--- src/rtl/msk_timing_pkg.sv ---
// Shared types and width helpers for the symbol-timing NCO.
package msk_timing_pkg;

  typedef enum logic {
    IDLE = 1'b0,
    RUN  = 1'b1
  } nco_state_t;

  // Total phase accumulator width: integer sample index plus fraction.
  function automatic int phase_width(input int int_w, input int frac_w);
    return int_w + frac_w;
  endfunction

  // Width needed to hold a symbol length of up to 2*osf+1 clocks.
  function automatic int slen_width(input int osf);
    return $clog2(2 * osf + 1);
  endfunction

endpackage

--- src/rtl/timing_nco_slen.sv ---
// Measures clocks between phase wraps and flags short/long symbols.
module timing_nco_slen
  import msk_timing_pkg::*;
#(
  parameter int OSF    = 20,
  parameter int SLEN_W = slen_width(OSF)
) (
  input  logic              clk,
  input  logic              reset_n,
  input  logic              clear,
  input  logic              wrap,
  output logic [SLEN_W-1:0] sym_len_o,
  output logic              early_o,
  output logic              late_o
);

  localparam logic [SLEN_W-1:0] CNT_MAX = SLEN_W'(2 * OSF);
  localparam logic [SLEN_W-1:0] OSF_LEN = SLEN_W'(OSF);

  logic [SLEN_W-1:0] cnt;
  logic [SLEN_W-1:0] len;
  logic              first_q;

  assign len = cnt + SLEN_W'(1);

  // Count clocks since the last wrap; the first wrap after a restart has no
  // meaningful reference, so its early/late verdict is withheld.
  always_ff @(posedge clk or negedge reset_n) begin
    if (!reset_n) begin
      cnt       <= '0;
      first_q   <= 1'b1;
      sym_len_o <= '0;
      early_o   <= 1'b0;
      late_o    <= 1'b0;
    end else begin
      early_o <= 1'b0;
      late_o  <= 1'b0;
      if (clear) begin
        cnt     <= '0;
        first_q <= 1'b1;
      end else if (wrap) begin
        cnt       <= '0;
        first_q   <= 1'b0;
        sym_len_o <= len;
        if (!first_q) begin
          early_o <= (len < OSF_LEN);
          late_o  <= (len > OSF_LEN);
        end
      end else if (cnt != CNT_MAX) begin
        cnt <= cnt + SLEN_W'(1);
      end
    end
  end

endmodule

--- src/rtl/timing_nco.sv ---
// Symbol-timing NCO: fractional phase accumulator steered by a clamped
// timing-correction word, emitting one strobe per symbol.
module timing_nco
  import msk_timing_pkg::*;
#(
  parameter int OSF        = 20,
  parameter int CTRL_W     = 18,
  parameter int INT_W      = 5,
  parameter int FRAC_W     = 27,
  parameter int CTRL_SHIFT = 15,
  parameter int CTRL_LIM   = 2048,
  localparam int PHASE_W   = phase_width(INT_W, FRAC_W),
  localparam int SLEN_W    = slen_width(OSF)
) (
  input  logic                     clk,
  input  logic                     reset_n,
  input  logic                     en_i,
  input  logic                     resync_i,
  input  logic signed [CTRL_W-1:0] ctrl_i,
  input  logic                     ctrl_val_i,
  output logic                     sym_valid_o,
  output logic [INT_W-1:0]         phase_int_o,
  output logic [FRAC_W-1:0]        mu_o,
  output logic [SLEN_W-1:0]        sym_len_o,
  output logic                     early_o,
  output logic                     late_o,
  output logic                     clamp_o
);

  localparam int STEP_W = PHASE_W + 2;
  localparam logic signed [STEP_W-1:0] ONE_SAMPLE = STEP_W'(1) << FRAC_W;
  localparam logic signed [STEP_W-1:0] OSF_PHASE  = STEP_W'(OSF) << FRAC_W;
  localparam logic signed [CTRL_W-1:0] LIM_POS    = CTRL_W'(CTRL_LIM);
  localparam logic signed [CTRL_W-1:0] LIM_NEG    = -LIM_POS;

  if (OSF >= 2 ** INT_W) begin : g_osf_check
    $error("timing_nco: OSF does not fit in INT_W integer phase bits");
  end

  if ((longint'(CTRL_LIM) << CTRL_SHIFT) >= (longint'(1) << FRAC_W)) begin : g_lim_check
    $error("timing_nco: CTRL_LIM << CTRL_SHIFT must stay below one sample");
  end

  nco_state_t                state, state_next;
  logic signed [CTRL_W-1:0]  ctrl_q;
  logic        [PHASE_W-1:0] phi;
  logic signed [STEP_W-1:0]  step, phi_sum, phi_next;
  logic                      wrap, running, advance, clear;
  logic                      unused_phi_top;

  // Correction scaled to the phase LSB and added to a nominal one-sample step.
  assign step    = ONE_SAMPLE + ({{(STEP_W - CTRL_W){ctrl_q[CTRL_W-1]}}, ctrl_q} <<< CTRL_SHIFT);
  assign phi_sum = $signed({2'b00, phi}) + step;
  assign wrap    = (phi_sum >= OSF_PHASE);
  assign phi_next = wrap ? (phi_sum - OSF_PHASE) : phi_sum;
  assign unused_phi_top = ^phi_next[STEP_W-1:PHASE_W];

  assign running = (state == RUN) && en_i;
  assign advance = running && !resync_i;
  assign clear   = !running || resync_i;

  assign phase_int_o = phi[PHASE_W-1:FRAC_W];
  assign mu_o        = phi[FRAC_W-1:0];

  // Latch the saturated correction word and flag when saturation kicked in.
  always_ff @(posedge clk or negedge reset_n) begin
    if (!reset_n) begin
      ctrl_q  <= '0;
      clamp_o <= 1'b0;
    end else begin
      clamp_o <= 1'b0;
      if (ctrl_val_i) begin
        if (ctrl_i > LIM_POS) begin
          ctrl_q  <= LIM_POS;
          clamp_o <= 1'b1;
        end else if (ctrl_i < LIM_NEG) begin
          ctrl_q  <= LIM_NEG;
          clamp_o <= 1'b1;
        end else begin
          ctrl_q <= ctrl_i;
        end
      end
    end
  end

  // Run/idle state register.
  always_ff @(posedge clk or negedge reset_n) begin
    if (!reset_n) begin
      state <= IDLE;
    end else begin
      state <= state_next;
    end
  end

  // Enable alone moves the NCO between idle and running.
  always_comb begin
    state_next = state;
    case (state)
      IDLE:    if (en_i)  state_next = RUN;
      RUN:     if (!en_i) state_next = IDLE;
      default: state_next = IDLE;
    endcase
  end

  // Advance the phase while running; resync and idle both pin it to zero.
  always_ff @(posedge clk or negedge reset_n) begin
    if (!reset_n) begin
      phi         <= '0;
      sym_valid_o <= 1'b0;
    end else begin
      sym_valid_o <= advance && wrap;
      phi         <= advance ? phi_next[PHASE_W-1:0] : '0;
    end
  end

  timing_nco_slen #(
    .OSF    (OSF),
    .SLEN_W (SLEN_W)
  ) u_slen (
    .clk       (clk),
    .reset_n   (reset_n),
    .clear     (clear),
    .wrap      (advance && wrap),
    .sym_len_o (sym_len_o),
    .early_o   (early_o),
    .late_o    (late_o)
  );

endmodule
--- config.mk ---
export PLATFORM = sky130hd
export DESIGN_NAME = timing_nco
export DESIGN_NICKNAME = d
export VERILOG_FILES = /design/src/rtl/msk_timing_pkg.sv /design/src/rtl/timing_nco_slen.sv /design/src/rtl/timing_nco.sv
export SDC_FILE = /design/constraint.sdc
export NUM_CORES = 1
export LEC_CHECK = 0
export CAP_MARGIN = 15
export CELL_PAD_IN_SITES_DETAIL_PLACEMENT = 0
export CELL_PAD_IN_SITES_GLOBAL_PLACEMENT = 2
export CORE_MARGIN = 1.5
export CORE_UTILIZATION = 30
export DETAILED_ROUTE_END_ITERATION = 8
export PLACE_DENSITY = 0.86
export REMOVE_ABC_BUFFERS = 1
export SLEW_MARGIN = 5
export SYNTH_ARGS = -nofsm -noshare
export SYNTH_HDL_FRONTEND = slang
export SYNTH_SLANG_ARGS = --single-unit
--- constraint.sdc ---
create_clock -name clk -period 2.96 [get_ports clk]
set_input_delay 0.444 -clock clk [delete_from_list [all_inputs] [get_ports clk]]
set_output_delay 0.444 -clock clk [all_outputs]
set_load 0.03 [all_outputs]
# Word level (Yosys, flattened, before mapping)
# Index checks and enable logic that the tools add are counted.
[totals] in_bits=23 reg_bits=68 out_inout_bits=42 word_cells=49
[op_classes] bitwise_logic=1 n_reduce_logical=9 muxes=19 eq_ne=1 addsub=4 n_lt_le_gt_ge=5
[op_table] op="32-bit two-way mux" n=2
[op_table] op="18-bit two-way mux" n=2
[op_table] op="29-bit by 33-bit adder with 34-bit output, first input constant" n=1
[op_table] op="33-bit by 34-bit adder with 34-bit output" n=1
[op_table] op="34-bit by 33-bit >= comparator with 1-bit output, second input constant" n=1
[op_table] op="32-bit subtractor, second input constant" n=1
[op_table] op="18-bit by 13-bit greater-than comparator with 1-bit output, second input constant" n=1
[op_table] op="18-bit by 12-bit less-than comparator with 1-bit output, second input constant" n=1
[op_table] op="6-bit two-way mux" n=3
[op_table] op="1-bit two-way mux" n=12
[op_table] op="6-bit by 1-bit adder with 6-bit output, second input constant" n=1
[op_table] op="6-bit by 5-bit greater-than comparator with 1-bit output, second input constant" n=1
[op_table] op="6-bit by 5-bit less-than comparator with 1-bit output, second input constant" n=1
[op_table] op="6-bit inequality test, second input constant" n=1
[op_table] op="1-bit logical AND" n=3
[op_table] op="3-bit nonzero test" n=1
[op_table] op="1-bit zero test" n=2
[op_table] op="2-bit AND reduction" n=1
[op_table] op="2-bit nonzero test" n=1
[op_table] op="1-bit logical OR" n=1
[op_table] op="1-bit NOT" n=1

# Logic depth before layout (Yosys ltp)
# Gate-level depths: netlist of the first run.
[logic_depth] word_depth=6 depth_mapped=14 ltp_nobuf=13

# Hierarchy
# From an unflattened synthesis of the first run, not the netlist that was laid out.
[hier_totals] cells_unflattened=360 hier_area_um2=3465.8
[modules_own_cells] mod="timing_nco" area_each_um2=2745.1 n_inst=1 cells_each=294 seq_area_each_um2=950.9
[modules_own_cells] mod="timing_nco_slen" area_each_um2=720.7 n_inst=1 cells_each=66 seq_area_each_um2=376.6

# Worst setup path before layout of the first run
# Ideal clock, no wire load.
[synth_timing] path_type="reg-to-reg" startpoint="register phi[16]" endpoint="register u_slen.sym_len_o[0]" synth_period_minus_slack_ns=3.290 t_required_ns=2.835 setup_time_ns=0.125 stages_incl_launch_ff=11 n_path_buf=0 path_slack_ns=-0.330 arrival_time_ns=3.165 path_cell_list="dfrtp_1 > ha_1 > ha_1 > fa_1 > a211oi_2 > o21a_1 > o2bb2ai_1 > o21ai_0 > a221oi_2 > nor4_4 > mux2_4"
[synth_via] elab_chain_len=4
[synth_lines] element="start: declaration" line="timing_nco.sv:46" text="logic [PHASE_W-1:0] phi;"
[synth_lines] element="start signal: assignment" line="timing_nco.sv:112" text="phi <= advance ? phi_next[PHASE_W-1:0] : '0;"
[synth_lines] element="33-bit by 34-bit adder with 34-bit output" line="timing_nco.sv:53" text="assign phi_sum = $signed({2'b00, phi}) + step;"
[synth_lines] element="34-bit by 33-bit >= comparator with 1-bit output" line="timing_nco.sv:54" text="assign wrap = (phi_sum >= OSF_PHASE);"
[synth_lines] element="1-bit logical AND" line="timing_nco.sv:123" text=".wrap (advance && wrap),"
[synth_lines] element="named net u_slen.wrap" line="timing_nco_slen.sv:11" text="input logic wrap,"
[synth_lines] element="2-bit AND reduction (no line)"
[synth_lines] element="end signal: assignment" line="timing_nco_slen.sv:44" text="sym_len_o <= len;"
[synth_lines] element="end: declaration" line="timing_nco_slen.sv:12" text="output logic [SLEN_W-1:0] sym_len_o,"
# The timed path passes the listed nets, and every way through them passes these cells.
# A chain may end at the register's enable or synchronous reset.

# Worst setup path after layout of the first run
[layout_timing] startpoint="register phi[16]" endpoint="register u_slen.sym_len_o[5]"
# Same word-level chain as after synthesis.

==> impl_metrics.py, run 1 <==
metrics = {
    "run_status": {
        "violations": "setup timing",
        "status": "finished with violations",
    },
    "setup_path": {
        "critPathMaxStageDelay_ns": 0.39,
        "crit_path_max_fanout": 5,
        "r2r_slack_ns": -0.20,
        "crit_path_cell_trace": "ha_1, ha_2, fa_2, a211oi_2, buf_4, o211ai_1, buf_4, a21oi_4, o211ai_4, a221oi_4, nor4_4, buf_4, mux2_4",
        "cp-start-kind": "flop",
        "crit_top_cell": "buf_4",
        "cp_data_required_time_ns": 3.14,
        "ff2ff_path_depth": 13,
        "r2r-start": "phi[16]$_DFF_PN0_",
        "crit_type": "flop to flop",
        "end_kind": "flop",
        "worstPathArrival_ns": 3.34,
        "slowest_stage": "dfrtp_1",
        "r2r_end": "u_slen.sym_len_o[5]$_DFFE_PN0P_",
    },
    "route": {
        "drc": 0,
        "via_per_inst": 4.769,
        "firstDrtPassIters": 4,
        "vias": 3052,
        "ant_nets": 0,
        "drt_iter0_drc": 87,
        "wl_per_cell_um": 13.63,
        "routed_wl_um": 8723,
    },
    "sta": {
        "fmax_mhz": 316.2,
        "fin_crit_ns": 3.162,
        "clock_skew_ns": 0.01126,
        "grt_setup_unrepaired": "true",
        "fin_ws_ns": -0.2025,
        "slew_violations": 0,
        "maxSlewHeadroom_pct": 55.72,
        "setup_viol": 17,
        "min_period_over_period_pct": 106.8,
        "worst_pin_slew_ns": 0.6622,
        "finalHoldViolations": 0,
    },
    "logic_synthesis": {
        "ys_ff_latch": 53,
        "synthFlopType": "dfrtp_1",
        "synthTopCellsByCount": "dfrtp_1, ha_1, nand2_1, nor2_1, inv_1",
        "synthArstFlopShare_pct": 100.0,
        "ys_top_cells_by_area": "dfrtp_1, ha_1, nand2_1, buf_4, nor2_1",
        "synth.largest_area_cell": "dfrtp_1",
        "synth-edff-count": 0,
        "ys.warnings.count": 0,
        "synthesis.area_sq_um": 3615,
        "ys_seq_area_share_pct": 36.73,
        "synth.distinct_cells": 64,
        "syn_inst": 370,
        "synth_most_common_cell": "dfrtp_1",
        "synth_top_area_share_pct": 36.00,
        "avgSynthCellArea_sq_um": 9.770,
    },
    "placed_design": {
        "gp_congestion": 0.8057,
        "dp_hpwl_um": 6747,
        "port-buffer-count": 49,
        "place_area_sq_um": 4672,
    },
    "global_route": {
        "grt-busiest-layer": "met2",
        "overflow": 0,
        "antenna_found_initial": 0,
        "grt_pass1_wl_um": 14700,
        "met1_usage_pct": 19.43,
        "grt_pass1_vias": 3107,
        "grt_max_degree": 28,
        "grtUsageMet3_pct": 2.142,
        "met2_usage_pct": 23.58,
        "track_usage_pct": 14.15,
    },
    "die": {
        "rows": 39,
        "die_area_sq_um": 12720,
        "core_sq_um": 11560,
        "die_h_um": 112.8,
        "initial_core_util_pct": 31.26,
        "die_w_um": 112.8,
        "pin_count": 65,
    },
    "power_and_ir_drop": {
        "peakVddDrop_mv": 0.2246,
        "intPower_w": 0.001582,
        "power_density_nw_per_um2": 440.7,
        "seq_power_share_pct": 35.0,
        "pwr-share-comb_pct": 35.0,
        "swShare_pct": 31.38,
        "p_leak_nw": 2.398,
        "net-switching-power_w": 0.0007237,
        "clockPowerShare_pct": 30.0,
    },
    "cells_and_area": {
        "drive_gt1_share_pct": 31.99,
        "area_delta_synth_final_pct": 44.76,
        "antennaDiodeCount": 0,
        "fill_cells": 1101,
        "fin_nets": 559,
        "final_cell_area_sq_um": 5233,
        "final_core_util_pct": 45.25,
    },
    "cts": {
        "clk_latency_ns": 0.30,
        "cts_sinks": 53,
        "cts_root_buf": "clkbuf_16",
        "cts_tree": "yes",
        "path_clk_slew_ns": 0.07,
        "cts_made_buffers": 5,
        "htreeDepth": 2,
        "cts_buffer_depth": 2,
    },
    "flow_run": {
        "drv_cap": 0,
    },
    "hold_path": {
        "hold_path.class": "input pin to async pin",
    },
}
==> layout by cell type, fill, tap and decap left out, types with 12 or more instances in the layout <==
cell type / n
conb_1: 15
ha_1: 23
buf_4: 83
o22ai_1: 12
dfrtp_1: 52
nor2_1: 32
a21oi_1: 13
inv_1: 25
clkdlybuf4s50_1: 48
nand2_1: 32
==> registers in the layout, indices dropped and copies added (netlist names) <==
register          flops
clamp_o               1
ctrl_q               18
phi                  17
state                 1
sym_valid_o           1
u_slen.cnt            6
u_slen.early_o        1
u_slen.first_q        1
u_slen.late_o         1
u_slen.sym_len_o      6
==> power by group through the flow <==
stage	Combinational [W]	Clock (W)	Sequential [W]
2_1_floorplan	0.000348	0	0.000871
3_3_place_gp	0.000688	0	0.000821
3_5_place_dp	0.000700	0	0.000821
4_1_cts	0.000740	0.000707	0.000808
5_1_grt	0.000881	0.000748	0.000816
6_report	0.000807	0.000691	0.000808
==> timing repair <==
action | 4_1_cts | 5_1_grt
setup endpoints to repair | 19 | 19
buffers inserted | 8 | 8
gates resized for setup | 17 | 26
hold buffers | 0 | 0
pin swaps | 18 | 11
cloned | 0 | 0
==> stage by stage <==
step	hold slack [ns]	setup WS [ns]	power (W)	setup TNS [ns]	cells
after floorplan	0.1484	-0.3295	0.001218	-3.543	356
after global placement	0.4769	-0.4123	0.001510	-4.540	617
after detailed placement	0.4881	-0.4793	0.001520	-5.857	617
after CTS	0.1791	-0.2315	0.002255	-2.029	633
after global routing	0.2149	-0.3680	0.002446	-5.203	640
final	0.1623	-0.2025	0.002306	-1.876	640
==> layout make-up <==
class | count | area (sq um) | share of cell area [%]
clock inverter | 2 | 37.54 | 0.7174
inverter | 25 | 93.84 | 1.793
clock buffer | 6 | 138.9 | 2.654
tap | 143 | 178.9 | 3.419
sequential | 53 | 1328 | 25.37
timing repair buffer | 133 | 1120 | 21.40
multi-input combinational | 278 | 2336 | 44.64
==> kinds of logic after synthesis <==
| kind of cell | count (synthesis) | share of synthesized area, % |
|---|---|---|
| compound gates | 85 | 17.10 |
| xor+xnor | 18 | 4.569 |
| fa+ha+maj | 40 | 14.05 |
| buf+inv | 53 | 7.511 |
| flops | 53 | 36.73 |
| mux | 14 | 4.604 |
| other cells | 1 | 0.1037 |
| simple gates | 106 | 15.33 |
==> critical path, delay by kind of cell, from the launching register on <==
family	cells	cell delay, ns
adder cells (fa/ha/maj)	3	0.86
buffers and inverters	3	0.50
multiplexers	1	0.29
AND/OR/NAND/NOR	1	0.09
AO/OA/AOI/OAI	5	0.94
flip-flops	1	0.39
==> how the worst max path moves through the flow <==
| stage | end | cells past startpoint | startpoint | slack, ns |
|---|---|---|---|---|
| 6_report | u_slen.sym_len_o[5]$_DFFE_PN0P_ | 13 | phi[16]$_DFF_PN0_ | -0.20 |
| 5_1_grt | u_slen.sym_len_o[3]$_DFFE_PN0P_ | 14 | phi[16]$_DFF_PN0_ | -0.37 |
| 4_1_cts | u_slen.sym_len_o[5]$_DFFE_PN0P_ | 12 | phi[16]$_DFF_PN0_ | -0.23 |
| 3_5_place_dp | u_slen.sym_len_o[3]$_DFFE_PN0P_ | 12 | phi[16]$_DFF_PN0_ | -0.48 |
| 3_3_place_gp | u_slen.sym_len_o[0]$_DFFE_PN0P_ | 11 | phi[16]$_DFF_PN0_ | -0.41 |
| 2_1_floorplan | u_slen.sym_len_o[0]$_DFFE_PN0P_ | 10 | phi[16]$_DFF_PN0_ | -0.33 |
==> metal layers <==
metal / routed length (um) / share of wire, %
met5: 0 / 0
met2: 4113 / 47
met1: 4268 / 49
met3: 264 / 3.0
met4: 76 / 0.87
Power figures use the tool's default switching activity.
==> inputs of run 2 (changes only) <==
Settings changed: GPL_TIMING_DRIVEN set to 0.
==> impl_metrics.py, run 2 (synthesis gave the netlist of run 1 again) <==
metrics = {
    "global_route": {
        "grt_pass1_vias": 2676,
        "grt_pass1_wl_um": 13120,
        "track_usage_pct": 12.70,
        "grt_max_degree": 33,
        "overflow": 0,
        "antenna_found_initial": 0,
    },
    "cells_and_area": {
        "drive_gt1_share_pct": 20.28,
        "largestRegisters": "ctrl_q (18), phi (17)",
        "final_common_cell": "dfrtp_1",
        "fin_nets": 491,
        "top_register": "ctrl_q",
        "antennaDiodeCount": 0,
        "most-common-layout-cells": "dfrtp_1, clkdlybuf4s50_1, nand2_1",
        "area_delta_synth_final_pct": 29.80,
        "largest_reg_flops": 18,
    },
    "sta": {
        "fin_crit_ns": 3.168,
        "fin_ws_ns": -0.2077,
        "slew_violations": 0,
        "fmax_mhz": 315.7,
        "finalHoldViolations": 0,
        "grt_setup_unrepaired": "true",
        "setup_viol": 18,
        "min_period_over_period_pct": 107.0,
        "worst_pin_slew_ns": 0.6353,
        "clock_skew_ns": 0.007814,
        "maxSlewHeadroom_pct": 57.65,
        "whs_ns": 0.1756,
    },
    "route": {
        "routed_wl_um": 7861,
        "ant_nets": 0,
        "firstDrtPassIters": 6,
        "wl_per_cell_um": 13.74,
        "via_per_inst": 4.858,
        "drc": 0,
        "drt_iter0_drc": 63,
        "vias": 2779,
    },
    "run_status": {
        "status": "finished with violations",
        "violations": "setup timing",
    },
    "die": {
        "die_w_um": 112.8,
        "initial_core_util_pct": 31.26,
        "pin_count": 65,
        "core_sq_um": 11560,
        "rows": 39,
        "die_h_um": 112.8,
        "die_area_sq_um": 12720,
    },
    "setup_path": {
        "slowest_stage": "dfrtp_1",
        "end_kind": "flop",
        "crit_path_max_fanout": 3,
        "r2r-start": "phi[16]$_DFF_PN0_",
        "r2r_slack_ns": -0.21,
        "critPathMaxStageDelay_ns": 0.38,
        "cp-start-kind": "flop",
        "cp_data_required_time_ns": 3.13,
        "crit_type": "flop to flop",
        "r2r_end": "u_slen.sym_len_o[0]$_DFFE_PN0P_",
        "critical_path.startpoint": "phi[16]$_DFF_PN0_",
        "ff2ff_path_depth": 11,
        "crit_path_cell_trace": "ha_1, ha_2, fa_2, a211oi_4, o21a_1, o2bb2ai_2, or3_4, a221oi_4, nor4_4, buf_4, mux2_4",
        "worstPathArrival_ns": 3.34,
        "cp-endpoint": "u_slen.sym_len_o[0]$_DFFE_PN0P_",
    },
    "cts": {
        "clk_latency_ns": 0.29,
        "path_clk_slew_ns": 0.06,
        "cts_buffer_depth": 2,
        "cts_root_buf": "clkbuf_16",
        "cts_tree": "yes",
        "cts_sinks": 53,
        "htreeDepth": 2,
        "cts_made_buffers": 5,
        "postCtsHoldBufs": 0,
    },
    "power_and_ir_drop": {
        "p_total_w": 0.002160,
        "power_density_nw_per_um2": 460.4,
        "peakVddDrop_mv": 0.2171,
        "p_leak_nw": 2.073,
    },
    "placed_design": {
        "pre_cts_ws_ns": -0.5974,
        "port-buffer-count": 49,
        "dp_hpwl_um": 6048,
        "gp_congestion": 0.8287,
    },
    "hold_path": {
        "hold_path.class": "input pin to async pin",
    },
    "flow_run": {
        "drv_cap": 0,
    },
}
-- run 2: cell types whose count changed in the layout (fill, tap and decap cells not counted), sizes merged --
cell,previous run,this run
buf,85,17
clkinvlp,1,0
clkinv,0,1
-- run 2: stage by stage --
stage	instances	utilization, %	instance area, sq um	TNS [ns]
6_report	572	40.57	4692	-2.361
5_1_grt	572	40.57	4692	-4.410
4_1_cts	567	39.11	4523	-2.644
3_5_place_dp	549	36.09	4174	-8.957
3_3_place_gp	548	35.96	4159	-19.97
2_1_floorplan	356	-	3490	-3.543
-- run 2: how the worst min path moves through the flow --
stage	slack, ns	start	to	depth (start not counted)
global route	0.24	reset_n	ctrl_q[11]$_DFFE_PN0P_	1
floorplan	0.15	reset_n	clamp_o$_DFF_PN0_	0
CTS	0.19	reset_n	ctrl_q[11]$_DFFE_PN0P_	1
finish	0.18	reset_n	ctrl_q[17]$_DFFE_PN0P_	1
global placement	0.49	u_slen.first_q$_DFFE_PN1P_	u_slen.first_q$_DFFE_PN1P_	2
detailed placement	0.49	reset_n	ctrl_q[17]$_DFFE_PN0P_	1
-- run 2: layout make-up --
| type | count | area (sq um) |
|---|---|---|
| fill | 1144 | 6873 |
| timing repair buffer | 65 | 644.4 |
| sequential | 53 | 1328 |
| tap | 143 | 178.9 |
| multi-input combinational | 278 | 2283 |
| inverter | 25 | 93.84 |
| clock buffer | 6 | 128.9 |
| clock inverter | 2 | 35.03 |
-- run 2: worst max-delay path: cells and delay by family (launching register included) --
family | cells | cell delay, ns
adder cells (fa/ha/maj) | 3 | 0.85
AND/OR/NAND/NOR | 2 | 0.42
multiplexers | 1 | 0.29
AO/OA/AOI/OAI | 4 | 0.92
flip-flops | 1 | 0.38
buffers and inverters | 1 | 0.17
-- run 2: power breakdown --
part / total (W) / leakage (nW) / internal [W] / switching [W]
sequential: 0.000805 / 0.706 / 0.000775 / 0.0000299
clock: 0.000648 / 0.0808 / 0.000398 / 0.000250
combinational: 0.000707 / 1.29 / 0.000306 / 0.000401
total: 0.00216 / 2.07 / 0.00148 / 0.000681
-- run 2: what timing repair did --
| item | 4_1_cts | 5_1_grt |
|---|---|---|
| resized for setup | 25 | 24 |
| buffers inserted | 10 | 5 |
| pin swaps | 16 | 13 |
| setup endpoints to repair | 19 | 21 |
-- run 2: layer usage --
| metal | wire, um | vias to the layer above | track usage, % | part of all wire, % |
|---|---|---|---|---|
| li1 | - | 1408 | - | - |
| met1 | 3800 | 1320 | 17.32 | 48 |
| met2 | 3763 | 45 | 21.50 | 48 |
| met3 | 247 | 6 | 2.142 | 3.1 |
| met4 | 49 | 0 | 2.278 | 0.62 |
| met5 | 0 | - | 0 | 0 |
